## src/rtl/sram_fault_pkg.sv

```systemverilog
// Shared constants, fault type codes and the fault-table entry layout
// for the fault-injecting SRAM model.
package sram_fault_pkg;

    localparam int ADDR_W_DEF  = 8;
    localparam int DATA_W_DEF  = 4;
    localparam int N_FAULT_DEF = 4;

    localparam logic [2:0] NONE = 3'd0;
    localparam logic [2:0] SA0  = 3'd1;
    localparam logic [2:0] SA1  = 3'd2;
    localparam logic [2:0] TFU  = 3'd3;
    localparam logic [2:0] TFD  = 3'd4;
    localparam logic [2:0] CFIN = 3'd5;

    typedef struct packed {
        logic [2:0]            ftype;
        logic [ADDR_W_DEF-1:0] victim;
        logic [1:0]            bit_sel;
        logic [ADDR_W_DEF-1:0] aggr;
    } fault_entry_t;

endpackage

```

## src/rtl/fault_slot.sv

```systemverilog
// One fault-table entry: holds the programmed fault and reports, for the
// current access, which bits it forces, keeps or inverts.
module fault_slot
    import sram_fault_pkg::*;
#(
    parameter int ADDR_W = ADDR_W_DEF,
    parameter int DATA_W = DATA_W_DEF
) (
    input  logic              clk,
    input  logic              rst,
    input  logic              cfg_we,
    input  logic [2:0]        cfg_type,
    input  logic [ADDR_W-1:0] cfg_addr,
    input  logic [1:0]        cfg_bit,
    input  logic [ADDR_W-1:0] cfg_aggr,
    input  logic [ADDR_W-1:0] addr_in,
    input  logic              w_en,
    input  logic [DATA_W-1:0] dat_in,
    input  logic [DATA_W-1:0] old_word,
    output logic              victim_hit,
    output logic              aggr_hit,
    output logic [DATA_W-1:0] force0,
    output logic [DATA_W-1:0] force1,
    output logic [DATA_W-1:0] keep,
    output logic [DATA_W-1:0] invert,
    output logic [ADDR_W-1:0] victim_addr
);

    fault_entry_t entry;
    logic [DATA_W-1:0] mask;
    logic old_bit;
    logic new_bit;
    logic cell_fault;

    always_ff @(posedge clk or posedge rst) begin
        if (rst) begin
            entry <= '0;
        end else if (cfg_we) begin
            entry <= '{ftype: cfg_type, victim: cfg_addr, bit_sel: cfg_bit, aggr: cfg_aggr};
        end
    end

    always_comb begin
        mask        = DATA_W'(1) << entry.bit_sel;
        old_bit     = old_word[entry.bit_sel];
        new_bit     = dat_in[entry.bit_sel];
        victim_addr = entry.victim;
        cell_fault  = (entry.ftype == SA0) || (entry.ftype == SA1) ||
                      (entry.ftype == TFU) || (entry.ftype == TFD);
        victim_hit  = cell_fault && (addr_in == entry.victim);
        // A coupling fault whose aggressor is its own victim is inert.
        aggr_hit    = (entry.ftype == CFIN) && (entry.aggr != entry.victim) &&
                      (addr_in == entry.aggr);
        force0 = (victim_hit && entry.ftype == SA0) ? mask : '0;
        force1 = (victim_hit && entry.ftype == SA1) ? mask : '0;
        keep   = '0;
        if (w_en && victim_hit &&
            ((entry.ftype == TFU && !old_bit && new_bit) ||
             (entry.ftype == TFD && old_bit && !new_bit))) begin
            keep = mask;
        end
        invert = (w_en && aggr_hit && !old_bit && new_bit) ? mask : '0;
    end

endmodule

```

## config.mk

```make
export PLATFORM = sky130hd
export DESIGN_NAME = fault_slot
export DESIGN_NICKNAME = d
export VERILOG_FILES = /design/src/rtl/sram_fault_pkg.sv /design/src/rtl/fault_slot.sv
export SDC_FILE = /design/constraint.sdc
export NUM_CORES = 1
export LEC_CHECK = 0
export CORE_UTILIZATION = 45
export CTS_BUF_LIST = sky130_fd_sc_hd__clkbuf_16
export DETAILED_ROUTE_END_ITERATION = 10
export PLACE_DENSITY = 0.86
export SLEW_MARGIN = 0
export SYNTH_ARGS = -nofsm -noshare
export SYNTH_HDL_FRONTEND = slang
export SYNTH_SLANG_ARGS = --single-unit
```

## constraint.sdc

```tcl
create_clock -name clk -period 3.4 [get_ports clk]
set_input_delay 0.51 -clock clk [delete_from_list [all_inputs] [get_ports clk]]
set_output_delay 0.51 -clock clk [all_outputs]
set_load 0.05 [all_outputs]
```

After elaboration in Yosys (flattened, before gate mapping)
Index checks and enable logic that the tools add are counted.
- bits in registers: 21
- input port bits: 41
- output and inout bits: 26
- word-level logic and storage cells: 42
- order comparisons: 1
- equal/unequal tests: 8
- shift-type cells: 1
- muxes and demuxes: 8
- reductions and logical operators: 20
- operators by type and width (cell ; number):
    $eq A8 B8 Y1 ; 2
    $mux W4 ; 4
    $logic_and A1 B1 Y1 ; 14
    $ne A8 B8 Y1 ; 1
    $eq A3 B2 Y1 const B ; 2
    $eq A3 B3 Y1 const B ; 2
    $bmux W1 S2 ; 2
    $logic_or A1 B1 Y1 ; 4
    $shl A1 B2 Y4 const A ; 1
    $eq A3 B1 Y1 const B ; 1
    $lt A2 B3 Y1 const B ; 1
    $logic_not A1 Y1 ; 2
    $mux W1 ; 2

Logic depth before layout (Yosys ltp)
Gate-level depths: netlist (run 1).
- depth in word-level cells: 8
- depth in mapped cells: 5
- depth with buffers taken out: 4

Worst setup path after synthesis (run 1)
Ideal clock, no wire load.
- kind: input to output
- from: input addr_in[4]
- to: output force0[1]
- arrival time: 2892 ps
- required time: 2890 ps
- setup slack: -2 ps
- cell stages on the path: 4
- buffers on the path: 0
- path through: xor2_1 > nor4_2 > nand4_2 > nor4b_1
- longest elaborated chain between the ends: 4
- ends and longest elaborated chain (what ; RTL line ; text):
    start, declared ; fault_slot.sv:16 ; input logic [ADDR_W-1:0] addr_in,
    $eq A8 B8 Y1 ; fault_slot.sv:50 ; victim_hit = cell_fault && (addr_in == entry.victim);
    $logic_and A1 B1 Y1 ; fault_slot.sv:50 ;
    $logic_and A1 B1 Y1 ; fault_slot.sv:54 ; force0 = (victim_hit && entry.ftype == SA0) ? mask : '0;
    $mux W4 ; fault_slot.sv:54 ;
    end, declared ; fault_slot.sv:22 ; output logic [DATA_W-1:0] force0,
Every way passes these cells.

Final worst setup path (run 1)
- from: input addr_in[5]
- to: output invert[3]
- longest elaborated chain between the ends: 6
- ends and longest elaborated chain (what ; RTL line ; text):
    $eq A8 B8 Y1 ; fault_slot.sv:53 ; (addr_in == entry.aggr);
    $logic_and A1 B1 Y1 ; fault_slot.sv:52 ; aggr_hit = (entry.ftype == CFIN) && (entry.aggr != entry.victim) &&
    $logic_and A1 B1 Y1 (3 in a row) ; fault_slot.sv:62 ; invert = (w_en && aggr_hit && !old_bit && new_bit) ? mask : '0;
    $mux W4 ; fault_slot.sv:62 ;
    end, declared ; fault_slot.sv:25 ; output logic [DATA_W-1:0] invert,
Every way passes these cells.

==> results of run 1 <==
[final cells by class]
| cell class | instances | share of cell area |
|---|---|---|
| clock buffer | 3 | 0.0324 |
| clock inverter | 1 | 0.00162 |
| inverter | 3 | 0.00486 |
| multi-input combinational | 97 | 0.359 |
| sequential | 21 | 0.227 |
| tap | 44 | 0.0238 |
| timing repair buffer | 66 | 0.352 |
[synthesized netlist by cell type, drive strengths merged]
cell / instances
mux2: 22
dfrtp: 21
xor2: 16
buf: 13
nor3: 9
nor4: 9
xnor2: 9
nand4: 4
nor2: 4
inv: 3
mux2i: 3
nand2: 3
nand2b: 3
o21ai: 3
mux4: 2
nand3: 2
nand3b: 2
nor4b: 2
a31oi: 1
and3: 1
and4b: 1
clkbuf: 1
or3b: 1
[worst max-delay path, delay by kind of cell]
| family | cells | cell delay (ns) |
|---|---|---|
| XOR/XNOR | 1 | 0.17 |
| AND/OR/NAND/NOR | 3 | 1.21 |
| buffers and inverters | 2 | 0.69 |
[final timing paths]
kind,to,startpoint,depth (start not counted),slack [ns]
worst min register to register,entry[7],entry[7],1,0.58
worst max register to register,entry[9],entry[9],1,2.34
min in group asynchronous,entry[4],rst,2,0.70
max in group asynchronous,victim_addr[0],rst,2,2.22
worst min-delay path,entry[7],entry[7],1,0.58
worst max-delay path,invert[3],addr_in[5],6,0.30
[layer usage]
metal | global-route usage | up-vias | wire length, µm
met5 | 0 | - | 0
met4 | 0.0850 | 0 | 45
met3 | 0.0308 | 6 | 223
met2 | 0.409 | 52 | 1910
met1 | 0.299 | 618 | 1450
li1 | - | 594 | -
[cell families after synthesis]
family,share of synthesized area
muxes,0.224
DFF,0.360
xor gates and xnor gates,0.150
buffers and inverters,0.0711
and+or+nand+nor,0.177
AOI/OAI and AO/OA,0.0188
[registers in the layout, indices dropped and copies added (netlist names)]
register and flops:
entry 13, victim_addr 8
[through the flow]
step	setup TNS, ns	setup WS (ns)	cell area (µm²)	instances
2_1_floorplan	-0.00375	-0.00187	1460	135
3_3_place_gp	0	0.366	2240	231
3_5_place_dp	0	0.332	2240	231
4_1_cts	0	0.323	2320	235
5_1_grt	0	0.170	2320	235
6_report	0	0.300	2320	235
[power groups by stage]
| stage | Combinational (µW) | Clock (µW) | Sequential (µW) |
|---|---|---|---|
| floorplan | 171 | 0 | 302 |
| detailed placement | 232 | 0 | 319 |
| global route | 251 | 258 | 320 |
| CTS | 236 | 248 | 315 |
| global placement | 225 | 0 | 316 |
| finish | 234 | 245 | 315 |
==> metrics.md, run 1 <==
| Metric | Value |
|---|---|
| Comb power frac | 0.295 |
| Clock share of power | 0.308 |
| Sink Count | 21 |
| Total vias in the final route | 1270 |
| # setup viols final | 0 |
| Slew Limit Headroom | 0.366 |
| CP dominant cell by count | nor4_1 |
| Final min period | 3.10 ns |
| Port-buffer cells | 66 |
| Total gr overflow | 0 |
| Total GRT Usage | 0.235 |
| Num rows | 20 |
| Status | finished clean |
| Final ANT Viol Nets | 0 |
| Worst Setup End Kind | output pin |
| Seq/Total Area, Yosys | 0.360 |
| Clk root buf | clkbuf_16 |
| CP max stage cell | nor4_1 |
| Hold Buf Count CTS | 0 |
| Post-CTS Setup Inserts | 0 |
| Fin Clk Skew | 0 ns |
| Pre-antenna DRT Iters | 4 |
| Max H-tree Level | 1 |
| I/O pins | 67 |
| NetSw | 238 µW |
| WL/cell | 15.4 µm |
| Worst hold path class | reg2reg |
| Max-slew violations | 0 |
| Drt drc | 0 |
| TritonCTS Buffers | 3 |
| Synthesis-to-layout area growth | 58.7% |
| Diodes inserted | 0 |
| Final Util | 0.753 |
| Register area | 526 µm² |
| Syn nets | 176 |
| Syn avg cell area | 10.8 µm² |
| Detailed router's first-iteration violation count | 43 |
| Mapped cell area | 1460 µm² |
| Setup CP Type | in2out |
| Vias in the first global route | 1340 |
| Largest stage delay, worst path | 0.60 ns |
| Cell accounting for the most synthesized area | dfrtp_1 |
| Nets | 233 |
| Post-CTS Resized | 0 |
| Mapped Cells | 135 |
| First-pass GRT wire length | 6130 µm |
| DIE HEIGHT | 59.0 µm |
| PD cells | 343 nW/µm² |
| Post-DP HPWL | 2850 µm |
| Final hold violations | 0 |
| Slew @ Worst Pin | 0.948 ns |
| Clk buf depth | 2 |
| P_leak | 0.000903 µW |
| Multi-input gate area | 831 µm² |
| Filler instances | 221 |
| Tcrit/Tclk final | 0.912 |
| F_max | 0.323 GHz |
| Required time at the worst-slack endpoint | 2.89 ns |
| Most frequent cells in the layout | clkdlybuf4s50_1, mux2_2, dfrtp_1 |
| RSZ-0062 raised after global routing | no |
| Initial antenna violation count | 0 |
| Critical Path, Cell by Cell | clkdlybuf4s50_1 > xor2_1 > nor4_1 > nand4_1 > nor4_1 > buf_12 |
| Largest cells by area after synthesis | dfrtp_1, mux2_2, xor2_1, xnor2_1, buf_4 |
| Yosys cell types | 29 |
| Flops & latches, synth | 21 |
| Clock-pin slew on the worst setup and hold paths | 0.06 ns |
| Switching Share | 0.300 |
| Post-DR vias/cell | 5.40 |
| WL final | 3620 µm |
| CP max FO | 5 |
| Die Span X | 59.0 µm |
| Pint | 556 µW |
| Sequential Power Share | 0.397 |
| Max-cap violation count | 0 |
| Share of cells above drive strength 1 | 0.257 |
| Placer Congestion | 0.809 |
| Core Region | 3080 µm² |
| Largest net degree at the start of global routing | 23 |
| Clk Latency, worst-skew pair | 0.25 ns |
| Die area | 3480 µm² |
| Worst hold slack | 0.578 ns |
| Commonest non-fill, non-tap cell in the layout | clkdlybuf4s50_1 |
| Yosys Warn Count | 0 |
| Synth top area share | 0.360 |
| Starting Density | 0.474 |
| Crit path DAT | 2.59 ns |
| Total power | 794 µW |
| CTS tree | built |
| Worst Setup Start Kind | input port |
| Peak VDD IR | 0.338 mV |
Power figures use the tool's default switching activity.
==> inputs of run 2 (changes only) <==
--- a/config.mk
+++ b/config.mk
@@ -6,7 +6,7 @@
 export NUM_CORES = 1
 export LEC_CHECK = 0
 export CORE_UTILIZATION = 45
-export CTS_BUF_LIST = sky130_fd_sc_hd__clkbuf_16
+export CTS_BUF_LIST = sky130_fd_sc_hd__clkbuf_8
 export DETAILED_ROUTE_END_ITERATION = 10
 export PLACE_DENSITY = 0.86
 export SLEW_MARGIN = 0
==> metrics.md, run 2 (synthesis gave the netlist of run 1 again) <==
| Metric | Value |
|---|---|
| Final instance area | 2280 µm² (was 2320 µm²) |
| Reg2Reg Depth | 1 (unchanged) |
| Sequential Power Share | 0.446 (was 0.397) |
| Placer Congestion | 0.809 (unchanged) |
| Max-cap violation count | 0 (unchanged) |
| TritonCTS Buffers | 3 (unchanged) |
| Clk Latency, worst-skew pair | 0.25 ns (about the same) |
| Clock-pin slew on the worst setup and hold paths | 0.07 ns (was 0.06 ns) |
| Final min period | 3.10 ns (about the same) |
| Post-DR vias/cell | 5.32 (was 5.40) |
| CP max FO | 5 (unchanged) |
| Final ANT Viol Nets | 0 (unchanged) |
| PD cells | 308 nW/µm² (was 343 nW/µm²) |
| Pre-antenna DRT Iters | 4 (unchanged) |
| Share of cells above drive strength 1 | 0.257 (unchanged) |
| Total vias in the final route | 1250 (was 1270) |
| NetSw | 225 µW (was 238 µW) |
| Num rows | 20 (unchanged) |
| RSZ-0062 raised after global routing | no (unchanged) |
| Clock share of power | 0.224 (was 0.308) |
| Status | finished clean (unchanged) |
| First-pass GRT wire length | 5820 µm (was 6130 µm) |
| WL/cell | 15.1 µm (was 15.4 µm) |
| Post-CTS Setup Inserts | 0 (unchanged) |
| Port-buffer cells | 66 (unchanged) |
| Total gr overflow | 0 (unchanged) |
| Hold Path Cell Cnt | 1 (unchanged) |
| Most frequent cells in the layout | clkdlybuf4s50_1, mux2_2, dfrtp_1 (unchanged) |
| Hold Buf Count CTS | 0 (unchanged) |
| Nets | 233 (unchanged) |
| Worst Setup End Kind | output pin (unchanged) |
| R2r setup slk | 2.33 ns (was 2.34 ns) |
| Slew Limit Headroom | 0.356 (was 0.366) |
| Grt met3 use | 0.0264 (was 0.0308) |
| Required time at the worst-slack endpoint | 2.89 ns (about the same) |
| CTS tree | built (unchanged) |
| Core Region | 3080 µm² (unchanged) |
| Fin Clk Skew | 0 ns (unchanged) |
| Switching Share | 0.319 (was 0.300) |
| Clk root buf | clkbuf_8 (was clkbuf_16) |
| Die area | 3480 µm² (unchanged) |
| Max-slew violations | 0 (unchanged) |
| Largest register by flop count | entry (unchanged) |
| Peak VDD IR | 0.259 mV (was 0.338 mV) |
| CP max stage cell | nor4_1 (unchanged) |
| Detailed router's first-iteration violation count | 35 (was 43) |
| DP Area | 2240 µm² (unchanged) |
| Slew @ Worst Pin | 0.963 ns (was 0.948 ns) |
| Clk buf depth | 2 (unchanged) |
| Initial antenna violation count | 0 (unchanged) |
| Starting Density | 0.474 (unchanged) |
| F_max | 0.322 GHz (was 0.323 GHz) |
| Largest stage delay, worst path | 0.60 ns (about the same) |
| Setup CP Type | in2out (unchanged) |
| Worst hold slack | 0.586 ns (was 0.578 ns) |
| Max H-tree Level | 1 (unchanged) |
| Pint | 479 µW (was 556 µW) |
| WL final | 3540 µm (was 3620 µm) |
| Critical Path, Cell by Cell | clkdlybuf4s50_1 > xor2_1 > nor4_1 > nand4_1 > nor4_1 > buf_12 (unchanged) |
| GR Util met2 | 0.406 (was 0.409) |
| Synthesis-to-layout area growth | 56.4% (was 58.7%) |
| Post-DP HPWL | 2850 µm (unchanged) |
| P_leak | 0.000887 µW (was 0.000903 µW) |
| Die Span X | 59.0 µm (unchanged) |
| Worst r2r src | entry[9] (unchanged) |
| Hold endpoint | entry[3] (was entry[7]) |
| # setup viols final | 0 (unchanged) |
| Final hold violations | 0 (unchanged) |
| Min-Delay Startpoint | entry[3] (was entry[7]) |
| Grt met1 use | 0.278 (was 0.299) |
| Reg2reg end | entry[9] (unchanged) |
| Worst hold path class | reg2reg (unchanged) |
| Comb power frac | 0.330 (was 0.295) |
| Crit path DAT | 2.59 ns (about the same) |
| Global routing's busiest layer | met2 (unchanged) |
| I/O pins | 67 (unchanged) |
| Largest register FFs | 13 (unchanged) |
| DIE HEIGHT | 59.0 µm (unchanged) |
| Diodes inserted | 0 (unchanged) |
| Drt drc | 0 (unchanged) |
| CP dominant cell by count | nor4_1 (unchanged) |
| Vias in the first global route | 1288 (was 1340) |
| Largest net degree at the start of global routing | 23 (unchanged) |
| Worst Setup Start Kind | input port (unchanged) |
| Final Util | 0.742 (was 0.753) |
| Tcrit/Tclk final | 0.913 (was 0.912) |
| Sink Count | 21 (unchanged) |
| Total GRT Usage | 0.222 (was 0.235) |
| Post-CTS Resized | 0 (unchanged) |
| Commonest non-fill, non-tap cell in the layout | clkdlybuf4s50_1 (unchanged) |
==> run 2: cell counts in the layout (fill, tap and decap cells not counted) <==
No cell type changed its count.
==> run 2: metal layers <==
layer | vias up | part of all wire
met3 | 5 | 0.062
met4 | 0 | 0.0071
met1 | 598 | 0.41
li1 | 590 | -
met2 | 57 | 0.52
met5 | - | 0
==> run 2: layout make-up <==
type	count	area [µm²]
multi-input combinational	97	831
timing repair buffer	66	816
fill	223	795
sequential	21	526
tap	44	55.1
clock buffer	3	41.3
inverter	3	11.3
clock inverter	1	3.75
==> run 2: worst max-delay path, delay by kind of cell <==
family                    cells  cell delay (ns)
and+or+nand+nor               3             1.23
buffers and inverters         2             0.68
xor gates and xnor gates      1             0.16
==> run 2: power groups by stage <==
| stage | logic (µW) | clock network [µW] | registers (µW) |
|---|---|---|---|
| 5_1_grt | 248 | 171 | 320 |
| 3_3_place_gp | 225 | 0 | 316 |
| 6_report | 232 | 158 | 314 |
| 3_5_place_dp | 232 | 0 | 319 |
| 2_1_floorplan | 171 | 0 | 302 |
| 4_1_cts | 234 | 163 | 314 |
==> run 2: how the worst max path moves through the flow <==
stage                 to  slack, ns  depth (start not counted)  startpoint
3_5_place_dp   force0[1]       0.33                          6  addr_in[4]
4_1_cts        force0[1]       0.33                          6  addr_in[4]
6_report       invert[3]       0.30                          6  addr_in[5]
2_1_floorplan  force0[1]     -0.002                          4  addr_in[4]
5_1_grt        invert[3]       0.19                          6  addr_in[5]
3_3_place_gp   force0[1]       0.37                          6  addr_in[4]
==> run 2: stage by stage <==
step                cells  TNS (ns)  total power, µW  setup slack [ns]
floorplan             135  -0.00375              472          -0.00187
global placement      231         0              541             0.366
detailed placement    231         0              551             0.332
CTS                   235         0              711             0.327
global route          235         0              739             0.194
finish                235         0              704             0.296
